File: src/rtl/muldiv_secuenciador.sv
// Iterative unsigned RV32M multiply/divide sequencer that borrows the shared
// execute-stage ALU: shift-add multiply and restoring divide, 32 steps each.
module muldiv_secuenciador (
  input  logic        CLK,
  input  logic        RESET,
  input  logic        START,
  input  logic [1:0]  OP,
  input  logic [31:0] A,
  input  logic [31:0] B,
  output logic        BUSY,
  output logic        ALU_OWN,
  output logic        DONE,
  output logic [31:0] RESULT,
  output logic [31:0] ALU_X,
  output logic [31:0] ALU_Y,
  output logic [3:0]  ALU_CONTROL,
  input  logic [31:0] ALU_RESULTADO
);

  localparam logic [3:0] ALU_ADD  = 4'b0000;
  localparam logic [3:0] ALU_SUB  = 4'b0111;
  localparam logic [3:0] ALU_SLTU = 4'b1100;

  typedef enum logic [2:0] {
    IDLE     = 3'd0,
    MUL_ITER = 3'd1,
    DIV_CMP  = 3'd2,
    DIV_SUB  = 3'd3,
    FIN      = 3'd4
  } state_t;

  state_t      state;
  logic [31:0] hi;      // HI for multiply, partial remainder R for divide
  logic [31:0] lo;      // LO for multiply, quotient Q for divide
  logic [31:0] aop;
  logic [31:0] bop;
  logic [1:0]  op;
  logic [5:0]  count;
  logic        ge;

  logic [31:0] rs;
  logic [31:0] sum;
  logic        carry;

  assign rs    = {hi[30:0], lo[31]};
  assign sum   = lo[0] ? ALU_RESULTADO : hi;
  // Wrap-around of the 32-bit ADD means the true sum exceeded 2^32-1.
  assign carry = lo[0] & (ALU_RESULTADO < hi);

  always_comb begin
    ALU_X       = '0;
    ALU_Y       = '0;
    ALU_CONTROL = ALU_ADD;
    case (state)
      MUL_ITER: begin
        ALU_X       = hi;
        ALU_Y       = aop;
        ALU_CONTROL = ALU_ADD;
      end
      DIV_CMP: begin
        ALU_X       = rs;
        ALU_Y       = bop;
        ALU_CONTROL = ALU_SLTU;
      end
      DIV_SUB: begin
        ALU_X       = hi;
        ALU_Y       = bop;
        ALU_CONTROL = ALU_SUB;
      end
      default: ;
    endcase
  end

  assign BUSY    = (state == MUL_ITER) || (state == DIV_CMP) || (state == DIV_SUB);
  assign ALU_OWN = BUSY;
  assign DONE    = (state == FIN);

  always_ff @(posedge CLK) begin
    if (RESET) begin
      state  <= IDLE;
      hi     <= '0;
      lo     <= '0;
      aop    <= '0;
      bop    <= '0;
      op     <= '0;
      count  <= '0;
      ge     <= 1'b0;
      RESULT <= '0;
    end else begin
      case (state)
        IDLE: begin
          if (START) begin
            aop   <= A;
            bop   <= B;
            op    <= OP;
            count <= '0;
            if (OP[1]) begin
              hi    <= '0;
              lo    <= A;
              state <= DIV_CMP;
            end else begin
              hi    <= '0;
              lo    <= B;
              state <= MUL_ITER;
            end
          end
        end
        MUL_ITER: begin
          {hi, lo} <= {carry, sum, lo[31:1]};
          count    <= count + 6'd1;
          if (count == 6'd31) state <= FIN;
        end
        DIV_CMP: begin
          // A set bit shifted out of R means the 33-bit remainder exceeds any divisor.
          ge    <= hi[31] | ~ALU_RESULTADO[0];
          hi    <= rs;
          lo    <= {lo[30:0], 1'b0};
          state <= DIV_SUB;
        end
        DIV_SUB: begin
          if (ge) begin
            hi    <= ALU_RESULTADO;
            lo[0] <= 1'b1;
          end
          count <= count + 6'd1;
          state <= (count == 6'd31) ? FIN : DIV_CMP;
        end
        FIN: begin
          case (op)
            2'b00:   RESULT <= lo;
            2'b01:   RESULT <= hi;
            2'b10:   RESULT <= lo;
            default: RESULT <= hi;
          endcase
          state <= IDLE;
        end
        default: state <= IDLE;
      endcase
    end
  end

endmodule

File: config.mk
export PLATFORM = sky130hd
export DESIGN_NAME = muldiv_secuenciador
export DESIGN_NICKNAME = d
export VERILOG_FILES = /design/src/rtl/muldiv_secuenciador.sv
export SDC_FILE = /design/constraint.sdc
export NUM_CORES = 1
export LEC_CHECK = 0
export BUFFER_PORTS_ARGS = -buffer_cell sky130_fd_sc_hd__buf_2
export CORE_MARGIN = 3
export CORE_UTILIZATION = 45
export CTS_CLUSTER_SIZE = 14
export DETAILED_ROUTE_END_ITERATION = 8
export PLACE_DENSITY = 0.75
export SLEW_MARGIN = 0
export SYNTH_ARGS = -nofsm -noshare
export SYNTH_HDL_FRONTEND = slang
export SYNTH_SLANG_ARGS = --single-unit
File: constraint.sdc
create_clock -name CLK -period 2.1 [get_ports CLK]
set_input_delay 0.21 -clock CLK [delete_from_list [all_inputs] [get_ports CLK]]
set_output_delay 0.21 -clock CLK [all_outputs]
set_load 0.01 [all_outputs]
==> results of run 1 <==
==> metal layers <==
metal  up-vias  share of wire [%]  track usage, %
met5         -                  0               0
met4         0                2.7            7.89
met3        50                7.4            5.66
met2       354                 48            41.5
met1      4493                 42            32.0
li1       4593                  -               -
==> cell type report <==
class / instances / area share (%)
multi-input cells: 877 / 46.7
inverters: 34 / 1.10
clock buffers: 18 / 3.78
repair buffers: 264 / 15.0
well taps: 270 / 2.91
flip-flops and latches: 171 / 29.5
clock inverters: 14 / 1.01
==> worst paths after layout <==
| path | from | cells past startpoint | slack, ns | end |
|---|---|---|---|---|
| worst min register to register | bop[1] | 2 | 0.45 | bop[1] |
| worst max-delay path | state[2] | 4 | 0.07 | ALU_Y[23] |
| worst min-delay path | OP[0] | 3 | 0.02 | op[0] |
| worst max register to register | hi[29] | 7 | 0.15 | hi[31] |
==> power breakdown <==
group / internal, mW / leakage (nW) / switching, mW / total, mW
Sequential: 3.48 / 1.40 / 0.230 / 3.71
Combinational: 0.897 / 3.08 / 1.29 / 2.19
Clock: 1.67 / 0.273 / 1.35 / 3.02
Total: 6.04 / 4.75 / 2.87 / 8.91
==> registers in the layout, indices dropped and copies added, names as in the netlist, 3 cells and up <==
signal	cells
aop	32
count	6
bop	32
state	3
lo	32
hi	32
RESULT	32
==> cell families after synthesis <==
family | share of synthesized area [%]
DFF | 36.2
buffers and inverters | 6.76
and+or+nand+nor | 17.3
AOI/OAI and AO/OA | 25.2
adders and majority gates | 4.23
muxes | 10.4
==> critical path, delay by kind of cell, from the launching register on <==
kind	cells	cell delay [ns]
buffers and inverters	2	0.40
and+or+nand+nor	1	0.36
DFF	1	0.41
AOI/OAI and AO/OA	1	0.20
==> cell usage after synthesis, drive strengths merged, types with 4 or more instances <==
| cell | instances |
|---|---|
| a21oi | 84 |
| nor2b | 5 |
| o21ai | 100 |
| a22o | 64 |
| nand2 | 205 |
| nand3b | 4 |
| and4 | 4 |
| ha | 32 |
| nand3 | 6 |
| nor3 | 33 |
| buf | 59 |
| nor2 | 117 |
| clkbuf | 50 |
| a211oi | 35 |
| mux2i | 96 |
| a221oi | 31 |
| a22oi | 32 |
| inv | 34 |
| dfxtp | 171 |
==> stage by stage <==
stage / hold slack [ns] / util (%)
finish: 0.0198 / 56.9
floorplan: 0.325 / -
detailed placement: 0.447 / 53.4
global placement: 0.441 / 53.4
global route: 0.0112 / 56.9
CTS: 0.00740 / 56.4
==> timing repair <==
item / CTS / global route
gates cloned: 1 / 2
gates resized for setup: 10 / 8
setup endpoints to repair: 96 / 37
pin swaps: 1 / 0
hold buffers: 0 / 0
setup buffers: 1 / 3
==> out/summary.txt, run 1 <==
top cells by area, synth - dfxtp_1 36%, mux2i_1 10%, nand2_1 8.1%, a22o_1 5.9%, nor2_1 4.6%
post-synth top area share - 36.2%
Detailed Place HPWL - 20300 um
crit end category - output pin
initial antenna violation count - 0
synthesized area per cell - 7.94 um^2
total power - 8.91 mW
dpl cells - 1608
most common cell after layout, fill and taps aside - nand2_1
Peak Freq - 493 MHz
share of flip-flops with an asynchronous set or reset - 0%
Critical Path RT - 1.89 ns
Syn Inst Count - 1191
vias in the first global route - 8806
post-synth cell types - 48
sequential share of the synthesized area - 36.2%
share of cells above drive strength 1 - 22.9%
Core Footprint - 0.0204 mm^2
Max-Cap Viols - 0
Synth Register Bits - 171
Power per Cell Area - 767 mW/mm^2
DRT Pass-1 Iters - 5
CP peak stage delay - 0.41 ns
Final Max Tran Viols - 0
unrepaired setup endpoints after global routing - yes
FF/Latch Area - 0.00343 mm^2
Leak - 4.75 nW
placed instance area - 0.0109 mm^2
Tmin final - 2.03 ns
final WL - 29500 um
vias after detailed routing - 9490
Worst VDD drop - 0.684 mV
CP cell instances - nor3b_4, buf_12, a22o_1, buf_2
syn nets - 1324
clk buf depth - 2
Post-route DRC - 0
cell taking the most area after synthesis - dfxtp_1
largest net degree at the start of global routing - 67
GR Util All Layers - 24.9%
Setup TNS - 0 ns
Clock transition at path regs - 0.06 ns
synth warn - 0
Cell Rows - 52
fin crit share - 96.5%
Post-Syn Area - 0.00946 mm^2
Post-DRT Antenna Nets - 0
GR Overflow Total - 0
Clock Latency Late Sink - 0.43 ns
Post-Place Worst Slack - -0.0542 ns
clk_skew - 0.0114 ns
area of the multi-input gates - 0.00543 mm^2
DRT iter0 DRCs - 733
first-pass GRT wire length - 45800 um
ys flop type - dfxtp_1
Setup crit start kind - flip-flop
Via density - 5.76
DR WL/cell - 17.9 um
Worst Tran Pin Value - 0.785 ns
# H-tree levels - 4
fill count - 1876
status - finished clean
root buf cell - clkbuf_16
Die W - 151 um
io pins - 204
CP max FO - 40
Final Hold Viols - 0
die area - 0.0228 mm^2
PnR worst setup slack - 0.0736 ns
CTS tree - done
RePlAce Congestion - 0.879
Initial Util - 46.3%
Worst path slowest cell - dfxtp_2
CTS Buf Count - 17
Buffers on Ports - 203
kind of critical path - flip-flop to output pin
n_diodes - 0
Die Ht - 151 um
post-layout instance area - 0.0116 mm^2
post-layout net count - 1498
CP Data Arrival Time - 1.82 ns
final setup violation count - 0
commonest cells after routing, fill and taps aside - 205 x nand2_1, 202 x buf_2, 166 x dfxtp_1
synth-to-layout area growth - 22.9%
Hold Path Class - input port to flip-flop
Final Non-Filler Cells - 1648
Rel. slew slack - 47.6%
Sink Count - 171
number of synthesized flops with an enable pin - 0
Note: power is estimated with default switching activity, not from simulation.
==> run 2, diff against run 1 <==
--- a/config.mk
+++ b/config.mk
@@ -7,10 +7,10 @@
 export LEC_CHECK = 0
 export BUFFER_PORTS_ARGS = -buffer_cell sky130_fd_sc_hd__buf_2
 export CORE_MARGIN = 3
-export CORE_UTILIZATION = 45
+export CORE_UTILIZATION = 35
 export CTS_CLUSTER_SIZE = 14
 export DETAILED_ROUTE_END_ITERATION = 8
-export PLACE_DENSITY = 0.75
+export PLACE_DENSITY = 0.62
 export SLEW_MARGIN = 0
 export SYNTH_ARGS = -nofsm -noshare
 export SYNTH_HDL_FRONTEND = slang
==> run 2 against run 1 <==
Combinational power fell by 3%. Highest routed layer is now met5. Global-route usage down 4.2 points. Sequential share of layout area grew 0.10 points. Via count shrank 3.0%. Critical path depth rose by 1. Critical path type unchanged. Wire length rose by 3.6%. Largest cell class unchanged. Die area grew 27%. Worst setup slack better by 0.0051 ns. First-iteration DRC count fell by 3.3%. Sequential power about the same.
==> out/summary.txt, run 2 (same netlist as run 1, synthesis figures left out) <==
status - finished clean
Final Hold Viols - 0
CP Data Arrival Time - 1.81 ns
Peak Freq - 495 MHz
Initial Util - 36.0%
DR WL/cell - 17.9 um
Sink Count - 171
Power per Cell Area - 762 mW/mm^2
Clock transition at path regs - 0.07 ns
Post-route DRC - 0
clk buf depth - 2
vias after detailed routing - 9209
Buffers on Ports - 203
GR Util All Layers - 20.7%
kind of critical path - flip-flop to output pin
Worst VDD drop - 0.477 mV
Worst Tran Pin Value - 0.591 ns
Via density - 5.39
Tmin final - 2.02 ns
io pins - 204
Critical Path RT - 1.89 ns
PnR worst setup slack - 0.0787 ns
Max-Cap Viols - 0
Rel. slew slack - 60.6%
Setup TNS - 0 ns
CTS Buf Count - 17
Die W - 170 um
Hold Path Class - input port to flip-flop
commonest cells after routing, fill and taps aside - 205 x nand2_1, 202 x buf_2, 166 x dfxtp_1
final setup violation count - 0
met3 WL - 1940 um
RePlAce Congestion - 0.817
DRT iter0 DRCs - 709
hold_buf cts - 0
share of cells above drive strength 1 - 22.5%
final WL - 30600 um
synth-to-layout area growth - 22.5%
Worst path slowest cell - dfxtp_4
Post-Place Worst Slack - 0.209 ns
initial antenna violation count - 1
Final Max Tran Viols - 0
Leak - 4.70 nW
largest net degree at the start of global routing - 68
Clock Latency Late Sink - 0.42 ns
fin crit share - 96.3%
fin util - 44.1%
Post-DRT Antenna Nets - 0
CP max FO - 39
total met2 wirelength after detailed routing - 13300 um
clk_skew - 0.0151 ns
Detailed Place HPWL - 21300 um
crit end category - output pin
root buf cell - clkbuf_16
vias in the first global route - 8649
Setup crit start kind - flip-flop
fill count - 2675
Core Footprint - 0.0263 mm^2
routed metal-1 wire length - 14900 um
die area - 0.0290 mm^2
first-pass GRT wire length - 48100 um
highest metal used - met5
CP cell instances - buf_4, nand2b_1, buf_12, o21ai_0, buf_2
# H-tree levels - 4
CP peak stage delay - 0.43 ns
CTS tree - done
placed instance area - 0.0110 mm^2
Die Ht - 170 um
DRT Pass-1 Iters - 6
n_diodes - 0
Min Hold Slack - 0.0297 ns
Cell Rows - 59
GR Overflow Total - 0
post-layout net count - 1493
most common cell after layout, fill and taps aside - nand2_1
post-layout instance area - 0.0116 mm^2
run 2: metrics by stage:
step | instances | power [mW]
2_1_floorplan | 1191 | 5.13
3_3_place_gp | 1671 | 5.83
3_5_place_dp | 1671 | 5.86
4_1_cts | 1705 | 8.91
5_1_grt | 1708 | 9.32
6_report | 1708 | 8.83
run 2: repair_timing:
| item | 4_1_cts | 5_1_grt |
|---|---|---|
| endpoints found under the hold margin | 0 | 0 |
| pin swaps | 0 | 0 |
| cloned | 1 | 0 |
| gates resized for setup | 8 | 4 |
| setup endpoints to repair | 55 | 13 |
| setup buffers | 1 | 3 |
run 2: path summary, 6_finish.rpt:
| kind | slack (ns) | from | to | depth (start not counted) |
|---|---|---|---|---|
| max | 0.08 | state[0] | ALU_X[29] | 5 |
| max reg2reg | 0.09 | hi[13] | hi[31] | 7 |
| min reg2reg | 0.45 | bop[27] | bop[27] | 2 |
| min | 0.03 | B[2] | bop[2] | 3 |
run 2: area by class of cell:
| type | count | area, um^2 | area share, % |
|---|---|---|---|
| multi-input cells | 877 | 5430 | 46.8 |
| flip-flops and latches | 171 | 3430 | 29.6 |
| repair buffers | 259 | 1630 | 14.1 |
| clock buffers | 21 | 460 | 3.97 |
| well taps | 335 | 419 | 3.62 |
| inverters | 34 | 128 | 1.10 |
| clock inverters | 11 | 85.1 | 0.734 |
run 2: report_power, final:
| group | switching (mW) | internal (mW) |
|---|---|---|
| clock | 1.41 | 1.60 |
| combinational | 1.27 | 0.847 |
| sequential | 0.235 | 3.48 |
run 2: per-layer routing:
metal | vias to the layer above | global-route usage, %
met5 | - | 0
li1 | 4582 | -
met4 | 2 | 4.76
met2 | 280 | 31.1
met3 | 29 | 4.02
met1 | 4316 | 30.5
run 2: worst max-delay path, delay by kind of cell (launching register included):
family / cells / cell delay [ns]
buffers and inverters: 3 / 0.57
DFF: 1 / 0.43
AOI/OAI and AO/OA: 1 / 0.26
and+or+nand+nor: 1 / 0.12
